**src/rtl/load_store_unit_if.sv**
```systemverilog
// Request/response and data-memory signals between MEM stage, LSU and data_memory_manager.
// Latency: n/a (wires only).
// Backpressure: request side uses valid/ready; responses and memory side have none.
interface load_store_unit_if;
    logic        req_valid_i;
    logic        req_ready_o;
    logic        req_we_i;
    logic [1:0]  req_size_i;
    logic        req_unsigned_i;
    logic [31:0] req_addr_i;
    logic [31:0] req_wdata_i;
    logic        resp_valid_o;
    logic        resp_err_o;
    logic [31:0] resp_rdata_o;
    logic [31:0] mem_addr_o;
    logic [31:0] mem_data_o;
    logic        mem_wren_o;
    logic [31:0] mem_byte_mode_o;
    logic [31:0] mem_data_i;

    // LSU side
    modport slave (
        input  req_valid_i, req_we_i, req_size_i, req_unsigned_i, req_addr_i, req_wdata_i,
        input  mem_data_i,
        output req_ready_o, resp_valid_o, resp_err_o, resp_rdata_o,
        output mem_addr_o, mem_data_o, mem_wren_o, mem_byte_mode_o
    );

    // Pipeline + memory side
    modport master (
        output req_valid_i, req_we_i, req_size_i, req_unsigned_i, req_addr_i, req_wdata_i,
        output mem_data_i,
        input  req_ready_o, resp_valid_o, resp_err_o, resp_rdata_o,
        input  mem_addr_o, mem_data_o, mem_wren_o, mem_byte_mode_o
    );
endinterface

```
**src/rtl/load_store_unit.sv**
```systemverilog
// Load/store unit: word-aligned memory accesses, sub-word extension on loads, RMW for sub-word stores.
// Latency: response 2 cycles after accept for word store/error, 3 for loads, 4 for sub-word stores.
// Backpressure: one request in flight (ready only in IDLE); responses are a one-cycle pulse, no stall.
module load_store_unit #(
    parameter int          MEM_ADDR_BITS  = 20,
    parameter logic [31:0] BYTE_MODE_WORD = 32'd0
) (
    input  logic              CLK,
    input  logic              RST,
    load_store_unit_if.slave  bus
);

    localparam logic [2:0] S_IDLE  = 3'd0;
    localparam logic [2:0] S_RD    = 3'd1;
    localparam logic [2:0] S_LCAP  = 3'd2;
    localparam logic [2:0] S_MERGE = 3'd3;
    localparam logic [2:0] S_WR    = 3'd4;
    localparam logic [2:0] S_ERR   = 3'd5;

    logic [2:0]  state_q, state_d;
    logic        we_q, we_d;
    logic [1:0]  size_q, size_d;
    logic        uns_q, uns_d;
    logic [1:0]  off_q, off_d;
    logic [15:0] wdata_q, wdata_d;
    logic [31:0] mem_addr_q, mem_addr_d;
    logic [31:0] mem_data_q, mem_data_d;
    logic        resp_valid_q, resp_valid_d;
    logic        resp_err_q, resp_err_d;
    logic [31:0] resp_rdata_q, resp_rdata_d;

    logic        accept;
    logic        req_err;
    logic [31:0] load_ext;
    logic [31:0] merged;

    // Ready is forced low while reset is held even though state already sits in IDLE.
    assign accept              = bus.req_valid_i && (state_q == S_IDLE);
    assign bus.req_ready_o     = RST && (state_q == S_IDLE);
    assign bus.resp_valid_o    = resp_valid_q;
    assign bus.resp_err_o      = resp_err_q;
    assign bus.resp_rdata_o    = resp_rdata_q;
    assign bus.mem_addr_o      = mem_addr_q;
    assign bus.mem_data_o      = mem_data_q;
    assign bus.mem_wren_o      = (state_q == S_WR);
    assign bus.mem_byte_mode_o = BYTE_MODE_WORD;

    // Request legality: illegal size, misalignment, or any address bit above the decoded range.
    always_comb begin
        req_err = 1'b0;
        if (bus.req_size_i == 2'b11)                                    req_err = 1'b1;
        if (bus.req_size_i == 2'b01 && bus.req_addr_i[0])               req_err = 1'b1;
        if (bus.req_size_i == 2'b10 && bus.req_addr_i[1:0] != 2'b00)    req_err = 1'b1;
        if ((bus.req_addr_i >> MEM_ADDR_BITS) != 32'd0)                 req_err = 1'b1;
    end

    // Lane select and sign/zero extension of the read word for loads.
    always_comb begin
        logic [7:0]  lane_b;
        logic [15:0] lane_h;
        lane_b   = bus.mem_data_i[{off_q, 3'b000} +: 8];
        lane_h   = off_q[1] ? bus.mem_data_i[31:16] : bus.mem_data_i[15:0];
        load_ext = bus.mem_data_i;
        case (size_q)
            2'b00:   load_ext = uns_q ? {24'd0, lane_b} : {{24{lane_b[7]}}, lane_b};
            2'b01:   load_ext = uns_q ? {16'd0, lane_h} : {{16{lane_h[15]}}, lane_h};
            default: load_ext = bus.mem_data_i;
        endcase
    end

    // Replace the addressed byte or halfword of the read word with the store data.
    always_comb begin
        merged = bus.mem_data_i;
        if (size_q == 2'b00) begin
            case (off_q)
                2'd0:    merged[7:0]   = wdata_q[7:0];
                2'd1:    merged[15:8]  = wdata_q[7:0];
                2'd2:    merged[23:16] = wdata_q[7:0];
                default: merged[31:24] = wdata_q[7:0];
            endcase
        end else if (off_q[1]) begin
            merged[31:16] = wdata_q;
        end else begin
            merged[15:0] = wdata_q;
        end
    end

    // Main sequencer: next state, captured request fields, memory outputs and response pulse.
    always_comb begin
        state_d      = state_q;
        we_d         = we_q;
        size_d       = size_q;
        uns_d        = uns_q;
        off_d        = off_q;
        wdata_d      = wdata_q;
        mem_addr_d   = mem_addr_q;
        mem_data_d   = mem_data_q;
        resp_valid_d = 1'b0;
        resp_err_d   = 1'b0;
        resp_rdata_d = 32'd0;
        case (state_q)
            S_IDLE: begin
                if (accept) begin
                    we_d    = bus.req_we_i;
                    size_d  = bus.req_size_i;
                    uns_d   = bus.req_unsigned_i;
                    off_d   = bus.req_addr_i[1:0];
                    wdata_d = bus.req_wdata_i[15:0];
                    if (req_err) begin
                        // Memory-side outputs are left untouched: no access for bad requests.
                        state_d = S_ERR;
                    end else begin
                        mem_addr_d = {bus.req_addr_i[31:2], 2'b00};
                        if (bus.req_we_i && bus.req_size_i == 2'b10) begin
                            mem_data_d = bus.req_wdata_i;
                            state_d    = S_WR;
                        end else begin
                            state_d = S_RD;
                        end
                    end
                end
            end
            S_RD:    state_d = we_q ? S_MERGE : S_LCAP;
            S_LCAP: begin
                resp_valid_d = 1'b1;
                resp_rdata_d = load_ext;
                state_d      = S_IDLE;
            end
            S_MERGE: begin
                mem_data_d = merged;
                state_d    = S_WR;
            end
            S_WR: begin
                resp_valid_d = 1'b1;
                state_d      = S_IDLE;
            end
            S_ERR: begin
                resp_valid_d = 1'b1;
                resp_err_d   = 1'b1;
                state_d      = S_IDLE;
            end
            default: state_d = S_IDLE;
        endcase
    end

    // State and output registers; reset aborts any operation in flight.
    always_ff @(posedge CLK or negedge RST) begin
        if (!RST) begin
            state_q      <= S_IDLE;
            we_q         <= 1'b0;
            size_q       <= 2'b00;
            uns_q        <= 1'b0;
            off_q        <= 2'b00;
            wdata_q      <= 16'd0;
            mem_addr_q   <= 32'd0;
            mem_data_q   <= 32'd0;
            resp_valid_q <= 1'b0;
            resp_err_q   <= 1'b0;
            resp_rdata_q <= 32'd0;
        end else begin
            state_q      <= state_d;
            we_q         <= we_d;
            size_q       <= size_d;
            uns_q        <= uns_d;
            off_q        <= off_d;
            wdata_q      <= wdata_d;
            mem_addr_q   <= mem_addr_d;
            mem_data_q   <= mem_data_d;
            resp_valid_q <= resp_valid_d;
            resp_err_q   <= resp_err_d;
            resp_rdata_q <= resp_rdata_d;
        end
    end

endmodule

```
**src/flat_wrapper.sv**
```systemverilog
// flat-port wrapper written by rule: the top's interface ports become plain ports
module load_store_unit_flat 
#(
    parameter int          MEM_ADDR_BITS  = 20,
    parameter logic [31:0] BYTE_MODE_WORD = 32'd0
)
  (CLK, RST, bus_req_valid_i, bus_req_we_i, bus_req_size_i, bus_req_unsigned_i, bus_req_addr_i, bus_req_wdata_i, bus_mem_data_i, bus_req_ready_o, bus_resp_valid_o, bus_resp_err_o, bus_resp_rdata_o, bus_mem_addr_o, bus_mem_data_o, bus_mem_wren_o, bus_mem_byte_mode_o);
  load_store_unit_if bus_i ();
  input  logic CLK;
  input  logic RST;
  input wire logic [$bits(bus_i.req_valid_i)-1:0] bus_req_valid_i;
  input wire logic [$bits(bus_i.req_we_i)-1:0] bus_req_we_i;
  input wire logic [$bits(bus_i.req_size_i)-1:0] bus_req_size_i;
  input wire logic [$bits(bus_i.req_unsigned_i)-1:0] bus_req_unsigned_i;
  input wire logic [$bits(bus_i.req_addr_i)-1:0] bus_req_addr_i;
  input wire logic [$bits(bus_i.req_wdata_i)-1:0] bus_req_wdata_i;
  input wire logic [$bits(bus_i.mem_data_i)-1:0] bus_mem_data_i;
  output wire logic [$bits(bus_i.req_ready_o)-1:0] bus_req_ready_o;
  output wire logic [$bits(bus_i.resp_valid_o)-1:0] bus_resp_valid_o;
  output wire logic [$bits(bus_i.resp_err_o)-1:0] bus_resp_err_o;
  output wire logic [$bits(bus_i.resp_rdata_o)-1:0] bus_resp_rdata_o;
  output wire logic [$bits(bus_i.mem_addr_o)-1:0] bus_mem_addr_o;
  output wire logic [$bits(bus_i.mem_data_o)-1:0] bus_mem_data_o;
  output wire logic [$bits(bus_i.mem_wren_o)-1:0] bus_mem_wren_o;
  output wire logic [$bits(bus_i.mem_byte_mode_o)-1:0] bus_mem_byte_mode_o;
  assign bus_i.req_valid_i = bus_req_valid_i;
  assign bus_i.req_we_i = bus_req_we_i;
  assign bus_i.req_size_i = bus_req_size_i;
  assign bus_i.req_unsigned_i = bus_req_unsigned_i;
  assign bus_i.req_addr_i = bus_req_addr_i;
  assign bus_i.req_wdata_i = bus_req_wdata_i;
  assign bus_i.mem_data_i = bus_mem_data_i;
  assign bus_req_ready_o = bus_i.req_ready_o;
  assign bus_resp_valid_o = bus_i.resp_valid_o;
  assign bus_resp_err_o = bus_i.resp_err_o;
  assign bus_resp_rdata_o = bus_i.resp_rdata_o;
  assign bus_mem_addr_o = bus_i.mem_addr_o;
  assign bus_mem_data_o = bus_i.mem_data_o;
  assign bus_mem_wren_o = bus_i.mem_wren_o;
  assign bus_mem_byte_mode_o = bus_i.mem_byte_mode_o;
  load_store_unit #(.MEM_ADDR_BITS(MEM_ADDR_BITS), .BYTE_MODE_WORD(BYTE_MODE_WORD)) u_core (.CLK(CLK), .RST(RST), .bus(bus_i));
endmodule
```
**config.mk**
```make
export PLATFORM = sky130hd
export DESIGN_NAME = load_store_unit_flat
export DESIGN_NICKNAME = d
export VERILOG_FILES = /design/src/rtl/load_store_unit_if.sv /design/src/rtl/load_store_unit.sv /design/src/flat_wrapper.sv
export SDC_FILE = /design/constraint.sdc
export NUM_CORES = 1
export LEC_CHECK = 0
export CAP_MARGIN = 20
export CORE_MARGIN = 2
export CORE_UTILIZATION = 40
export CTS_BUF_LIST = sky130_fd_sc_hd__clkbuf_2 sky130_fd_sc_hd__clkbuf_4 sky130_fd_sc_hd__clkbuf_8
export CTS_CLUSTER_SIZE = 24
export DETAILED_ROUTE_END_ITERATION = 16
export PLACE_DENSITY_LB_ADDON = 0.2
export SYNTH_ARGS = -nofsm -noshare
export SYNTH_HDL_FRONTEND = slang
export SYNTH_SLANG_ARGS = --single-unit
```
**constraint.sdc**
```tcl
create_clock -name CLK -period 2.06 [get_ports CLK]
set_input_delay 0.309 -clock CLK [delete_from_list [all_inputs] [get_ports CLK]]
set_output_delay 0.309 -clock CLK [all_outputs]
set_load 0.02 [all_outputs]
```
==> results of run 1 <==
==> state kept, by name (all words and copies together), names as in the netlist <==
signal / cells
u_core.state_q: 3
u_core.bus.resp_err_o: 1
u_core.size_q: 2
u_core.bus.resp_rdata_o: 32
u_core.bus.mem_data_o: 32
u_core.we_q: 1
u_core.bus.resp_valid_o: 1
u_core.uns_q: 1
u_core.bus.mem_addr_o: 30
u_core.off_q: 2
u_core.wdata_q: 16
==> power by group through the flow <==
stage / registers, W / logic [W] / clock network, W
after floorplan: 0.00402 / 0.00223 / 0
after global placement: 0.00363 / 0.00458 / 0
after detailed placement: 0.00364 / 0.00466 / 0
after CTS: 0.00362 / 0.00466 / 0.00201
after global routing: 0.00372 / 0.00504 / 0.00214
final: 0.00362 / 0.00467 / 0.00198
==> per-stage QoR <==
stage	std cells	area [um2]	TNS (ns)
3_3_place_gp	949	8250	-0.0742
3_5_place_dp	949	8250	-4.00
5_1_grt	981	8610	0
6_report	981	8610	0
2_1_floorplan	609	6100	0
4_1_cts	981	8610	0
==> kinds of logic (layout without fill, tap and decap cells) <==
kind of cell	after synthesis	in the layout	share of synthesized area, %
compound gates	136	136	15.9
buf+inv	103	291	9.17
flops	121	121	50.7
mux	53	53	9.82
other cells	1	34	0.0628
simple gates	162	162	14.3
==> layer usage <==
layer	global-route usage [%]	part of all wire, %	up-vias
li1	-	-	2459
met4	6.08	1.2	0
met2	36.4	45	275
met3	7.18	8.7	17
met5	0	0	-
met1	33.8	45	2593
==> path summary, 6_finish.rpt <==
path | startpoint | to | slack [ns] | cells after the start
min in group CLK | bus_req_wdata_i[17] | u_core.bus.mem_data_o[17] | 0.44 | 3
worst max-delay path | u_core.state_q[2] | bus_req_ready_o | 0.15 | 2
worst min register to register | u_core.bus.mem_addr_o[7] | u_core.bus.mem_addr_o[7] | 0.49 | 1
worst min-delay path | RST | u_core.bus.resp_rdata_o[19] | 0.007 | 2
max in group asynchronous | RST | u_core.off_q[1] | 1.55 | 2
worst max register to register | u_core.size_q[0] | u_core.bus.mem_data_o[13] | 0.18 | 5
==> cells in the final DEF (no fill, tap or decap), drive strengths merged, types with 3 or more instances in the layout <==
master	count
o21ai	35
nor2	16
nor3b	4
o221a	6
nor4	19
clkbuf	20
or3	6
clkdlybuf4s50	197
clkinv	10
a221oi	24
nand3	11
nor4b	5
mux2i	8
buf	42
nor3	18
nand2	53
o22ai	3
a22oi	8
dfrtp	121
o211ai	16
conb	34
inv	18
nor2b	13
a211oi	16
mux2	45
a31oi	12
a21oi	10
nand4	9
==> timing repair <==
item / in CTS / in global routing
setup endpoints to repair: 2 / 8
gates resized for setup: 2 / 1
hold endpoints to repair: 0 / 0
gates cloned: 0 / 0
hold buffers: 0 / 0
==> worst max-delay path: stages, from the launching register on <==
cell,delay [ns]
dfrtp_1,0.47
nor4b_1,0.30
dlygate4sd2_1,0.38
==> cell type report <==
cell class / count / share of cell area, %
tap: 184 / 2.67
clock inverter: 12 / 1.19
sequential: 121 / 35.2
timing repair buffer: 241 / 27.8
clock buffer: 20 / 3.05
inverter: 18 / 0.785
multi-input combinational: 385 / 29.3
==> flow_metrics.py, run 1 <==
metrics = {
    "sta": {
        "hold_viol_final": 0,
        "max-slew-margin-rel_pct": 54.3,
        "clock_skew_ns": 0.00791,
        "clock.fmax_ghz": 0.524,
        "layout_min_cycle_time_ns": 1.91,
        "rsz0062_at_grt": "false",
        "worstMarginPinSlew_ns": 0.683,
        "period_share_pct": 92.7,
        "worst_slack_ns": 0.150,
        "maxSlewViolCount": 0,
        "hold_slack_ns": 0.00743,
        "setup_viol": 0,
    },
    "floorplan": {
        "core_um2": 14600,
        "ioPinCount": 235,
        "fp.dieW_um": 126,
        "start_util_pct": 40.9,
        "fp.dieArea_um2": 15900,
        "die_h_um": 126,
        "fp-row-count": 44,
    },
    "detailed_routing": {
        "ant_nets": 0,
        "drc": 0,
        "routed_wl_um": 18800,
        "drt-wirelength-per-cell_um": 19.1,
        "drtIter0Drc": 470,
        "via_count": 5344,
        "firstDrtPassIters": 5,
        "vias_per_cell": 5.45,
    },
    "yosys": {
        "synth_top_area_share_pct": 50.7,
        "yosys-top-cells-area": "dfrtp_1, mux2_2, buf_4",
        "synthCells": 576,
        "ys_top_cells_by_count": "dfrtp_1, nand2_1, clkbuf_1",
        "synth.distinct_cells": 44,
        "ys_warn_count": 0,
        "async_flop_share_pct": 100,
        "synth_seq_area_share_pct": 50.7,
        "syn_area_per_cell_um2": 10.4,
        "yosysMostFrequentCell": "dfrtp_1",
        "syn-cell-area_um2": 5970,
        "synth_edf_count": 0,
        "yosysTopAreaCell": "dfrtp_1",
        "ys_ff_latch": 121,
        "synth_flop_cell": "dfrtp_1",
    },
    "final_layout": {
        "fillerInstances": 1255,
        "nNetsFinal": 887,
        "final_util_pct": 59.0,
        "multi_input_area_um2": 2530,
        "layout-drive-gt1-share_pct": 14.6,
        "seqCellArea_um2": 3030,
        "area_growth_pct": 44.2,
        "n_antenna_cell": 0,
    },
    "global_routing": {
        "grt_pass1_vias": 5248,
        "grt_max_degree": 122,
        "grt_pass1_wl_um": 29600,
        "antenna_found_initial": 0,
        "overflow": 0,
        "track_usage_pct": 24.0,
    },
    "power": {
        "combPwrFrac_pct": 45.5,
        "vdd_drop_max_v": 0.000751,
        "power.internal_w": 0.00623,
        "clkPwrFrac_pct": 19.3,
        "p_total_w": 0.0103,
        "leakagePower_nw": 3.81,
        "powerDensity_nw_per_um2": 1190,
        "power_switching_w": 0.00405,
        "seqPwrFrac_pct": 35.3,
        "swShare_pct": 39.4,
    },
    "critical_path": {
        "worstPathArrival_ns": 1.60,
        "worstPathRequired_ns": 1.75,
        "setup.worst_path.class": "register to output pin",
        "path_max_fanout": 6,
        "cp-start-kind": "register",
        "worstSetupEndpointType": "output pin",
    },
    "min_path": {
        "holdCritPathClass": "input port to asynchronous set/reset pin",
    },
    "placed_design": {
        "gp_congestion": 0.898,
        "portBuffers": 200,
        "place_ws_ns": -0.136,
        "hpwl_um": 14000,
    },
    "clock_tree": {
        "cts_tree": "done",
        "cts.path.max_buffers": 2,
        "clk_pin_slew_worst_paths_ns": 0.07,
        "numCtsBuffers": 17,
        "cts_root_buffer": "clkbuf_8",
        "postCtsSetupBuffers": 0,
        "insertion_delay_ns": 0.45,
        "h-tree-depth": 4,
        "clkSinkCount": 121,
    },
    "run": {
        "drv_cap": 0,
    },
    "run_status": {
        "status": "finished clean",
    },
}
(Power assumes the default switching activity.)
==> run 2, diff against run 1 <==
Settings changed: DONT_BUFFER_PORTS from default to 1.
==> flow_metrics.py, run 2 (synthesis results as in run 1) <==
metrics = {
    "sta": {
        "maxSlewViolCount": 0,
        "clock.fmax_ghz": 0.531,
        "layout_min_cycle_time_ns": 1.88,
        "tns_ns": 0,
        "worstMarginPinSlew_ns": 0.654,
        "hold_viol_final": 121,
        "max-slew-margin-rel_pct": 56.3,
        "setup_viol": 0,
        "period_share_pct": 91.5,
        "clock_skew_ns": 0.0137,
        "hold_slack_ns": -0.449,
        "worst_slack_ns": 0.176,
        "rsz0062_at_grt": "false",
    },
    "detailed_routing": {
        "drtIter0Drc": 411,
        "via_count": 4895,
        "ant_nets": 0,
        "vias_per_cell": 5.87,
        "routed_wl_um": 19000,
        "drt-wirelength-per-cell_um": 22.7,
        "firstDrtPassIters": 5,
        "drc": 0,
    },
    "power": {
        "leakagePower_nw": 3.28,
        "swShare_pct": 40.4,
        "seqPwrFrac_pct": 44.2,
        "power_switching_w": 0.00391,
        "combPwrFrac_pct": 30.6,
        "vdd_drop_max_v": 0.000795,
        "clkPwrFrac_pct": 25.1,
        "p_total_w": 0.00967,
        "powerDensity_nw_per_um2": 1340,
        "power.internal_w": 0.00576,
    },
    "floorplan": {
        "core_um2": 14600,
        "start_util_pct": 40.9,
        "die_h_um": 126,
        "fp.dieW_um": 126,
        "fp.dieArea_um2": 15900,
        "ioPinCount": 235,
        "fp-row-count": 44,
    },
    "clock_tree": {
        "cts_root_buffer": "clkbuf_8",
        "cts.path.max_buffers": 2,
        "insertion_delay_ns": 0.45,
        "numCtsBuffers": 17,
        "hold_buffers": 63,
        "clkSinkCount": 121,
        "clk_pin_slew_worst_paths_ns": 0.09,
        "cts_tree": "done",
        "h-tree-depth": 4,
    },
    "global_routing": {
        "grt_pass1_vias": 4881,
        "grt_max_degree": 123,
        "antenna_found_initial": 0,
        "track_usage_pct": 24.0,
        "overflow": 0,
        "grt_pass1_wl_um": 29000,
    },
    "final_layout": {
        "layout_commonest_cell": "dfrtp_1",
        "layout-drive-gt1-share_pct": 16.2,
        "n_antenna_cell": 0,
        "nNetsFinal": 740,
        "fillerInstances": 1318,
        "area_growth_pct": 20.9,
        "final_cell_mix": "dfrtp_1, dlygate4sd3_1, nand2_1",
    },
    "placed_design": {
        "gp_congestion": 0.889,
        "hpwl_um": 13200,
        "portBuffers": 0,
        "place_ws_ns": 0.183,
    },
    "critical_path": {
        "worstSetupEndpointType": "register",
        "worstPathArrival_ns": 2.21,
        "cp-start-kind": "register",
        "path_max_fanout": 12,
        "setup.worst_path.class": "register to register",
        "cp_slowest_cell": "a221oi_1",
        "critPathMaxStageDelay_ns": 0.53,
        "crit_chain": "inv_1, nand2_1, a221oi_1, nor3_1",
        "worstPathRequired_ns": 2.38,
    },
    "min_path": {
        "holdCritPathClass": "input port to asynchronous set/reset pin",
    },
    "run_status": {
        "status": "complete, but fails checks",
        "violations": "hold timing",
    },
    "run": {
        "drv_cap": 0,
    },
}
==> run 2: cell type report <==
cell class | instances | area, um2 | area share, %
timing repair buffer | 94 | 913 | 12.6
multi-input combinational | 385 | 2530 | 35.0
tap | 184 | 230 | 3.19
clock buffer | 19 | 262 | 3.62
inverter | 18 | 67.6 | 0.935
sequential | 121 | 3030 | 41.9
clock inverter | 13 | 191 | 2.65
==> run 2: power by group through the flow <==
stage	Clock, W	Combinational, W	Sequential, W
detailed placement	0	0.00283	0.00430
floorplan	0	0.00223	0.00402
global route	0.00259	0.00328	0.00436
global placement	0	0.00276	0.00431
finish	0.00243	0.00296	0.00428
CTS	0.00248	0.00294	0.00428
==> run 2: worst max-delay path, delay by kind of cell (launching register included) <==
family / cells / cell delay [ns]
AO/OA/AOI/OAI: 1 / 0.53
flip-flops: 1 / 0.52
buffers and inverters: 1 / 0.29
AND/OR/NAND/NOR: 2 / 0.40
==> run 2: routing by layer <==
layer	GRT usage, %	part of all wire (%)	vias to the layer above
met5	0	0	-
met4	7.05	1.5	0
met3	9.73	11	23
met2	36.0	45	291
met1	32.1	42	2405
li1	-	-	2176
==> run 2: worst paths after layout <==
kind / startpoint / end / slack (ns) / cells after the start
max: u_core.off_q[1] / u_core.bus.mem_data_o[13] / 0.18 / 4
min: RST / u_core.bus.mem_data_o[6] / -0.45 / 0
max reg2reg: u_core.off_q[1] / u_core.bus.mem_data_o[13] / 0.18 / 4
min reg2reg: u_core.wdata_q[9] / u_core.wdata_q[9] / 0.52 / 1
max in group asynchronous: RST / u_core.size_q[0] / 2.26 / 0
min in group CLK: bus_mem_data_i[9] / u_core.bus.resp_rdata_o[9] / 0.03 / 2
==> run 2: repair_timing <==
action                                 in CTS  in global routing
setup buffers                               0                  0
endpoints found under the hold margin     187                121
gates resized for setup                     0                  1
setup endpoints to repair                   0                  5
==> run 2: through the flow <==
stage / std cells / hold slack (ns) / instance area, um2 / util [%]
after detailed placement: 739 / 0.0184 / 6140 / 42.1
after global routing: 834 / -0.482 / 7220 / 49.5
after global placement: 739 / 0.0187 / 6140 / 42.1
after CTS: 834 / -0.482 / 7220 / 49.5
after floorplan: 609 / 0.0134 / 6100 / -
final: 834 / -0.449 / 7220 / 49.5
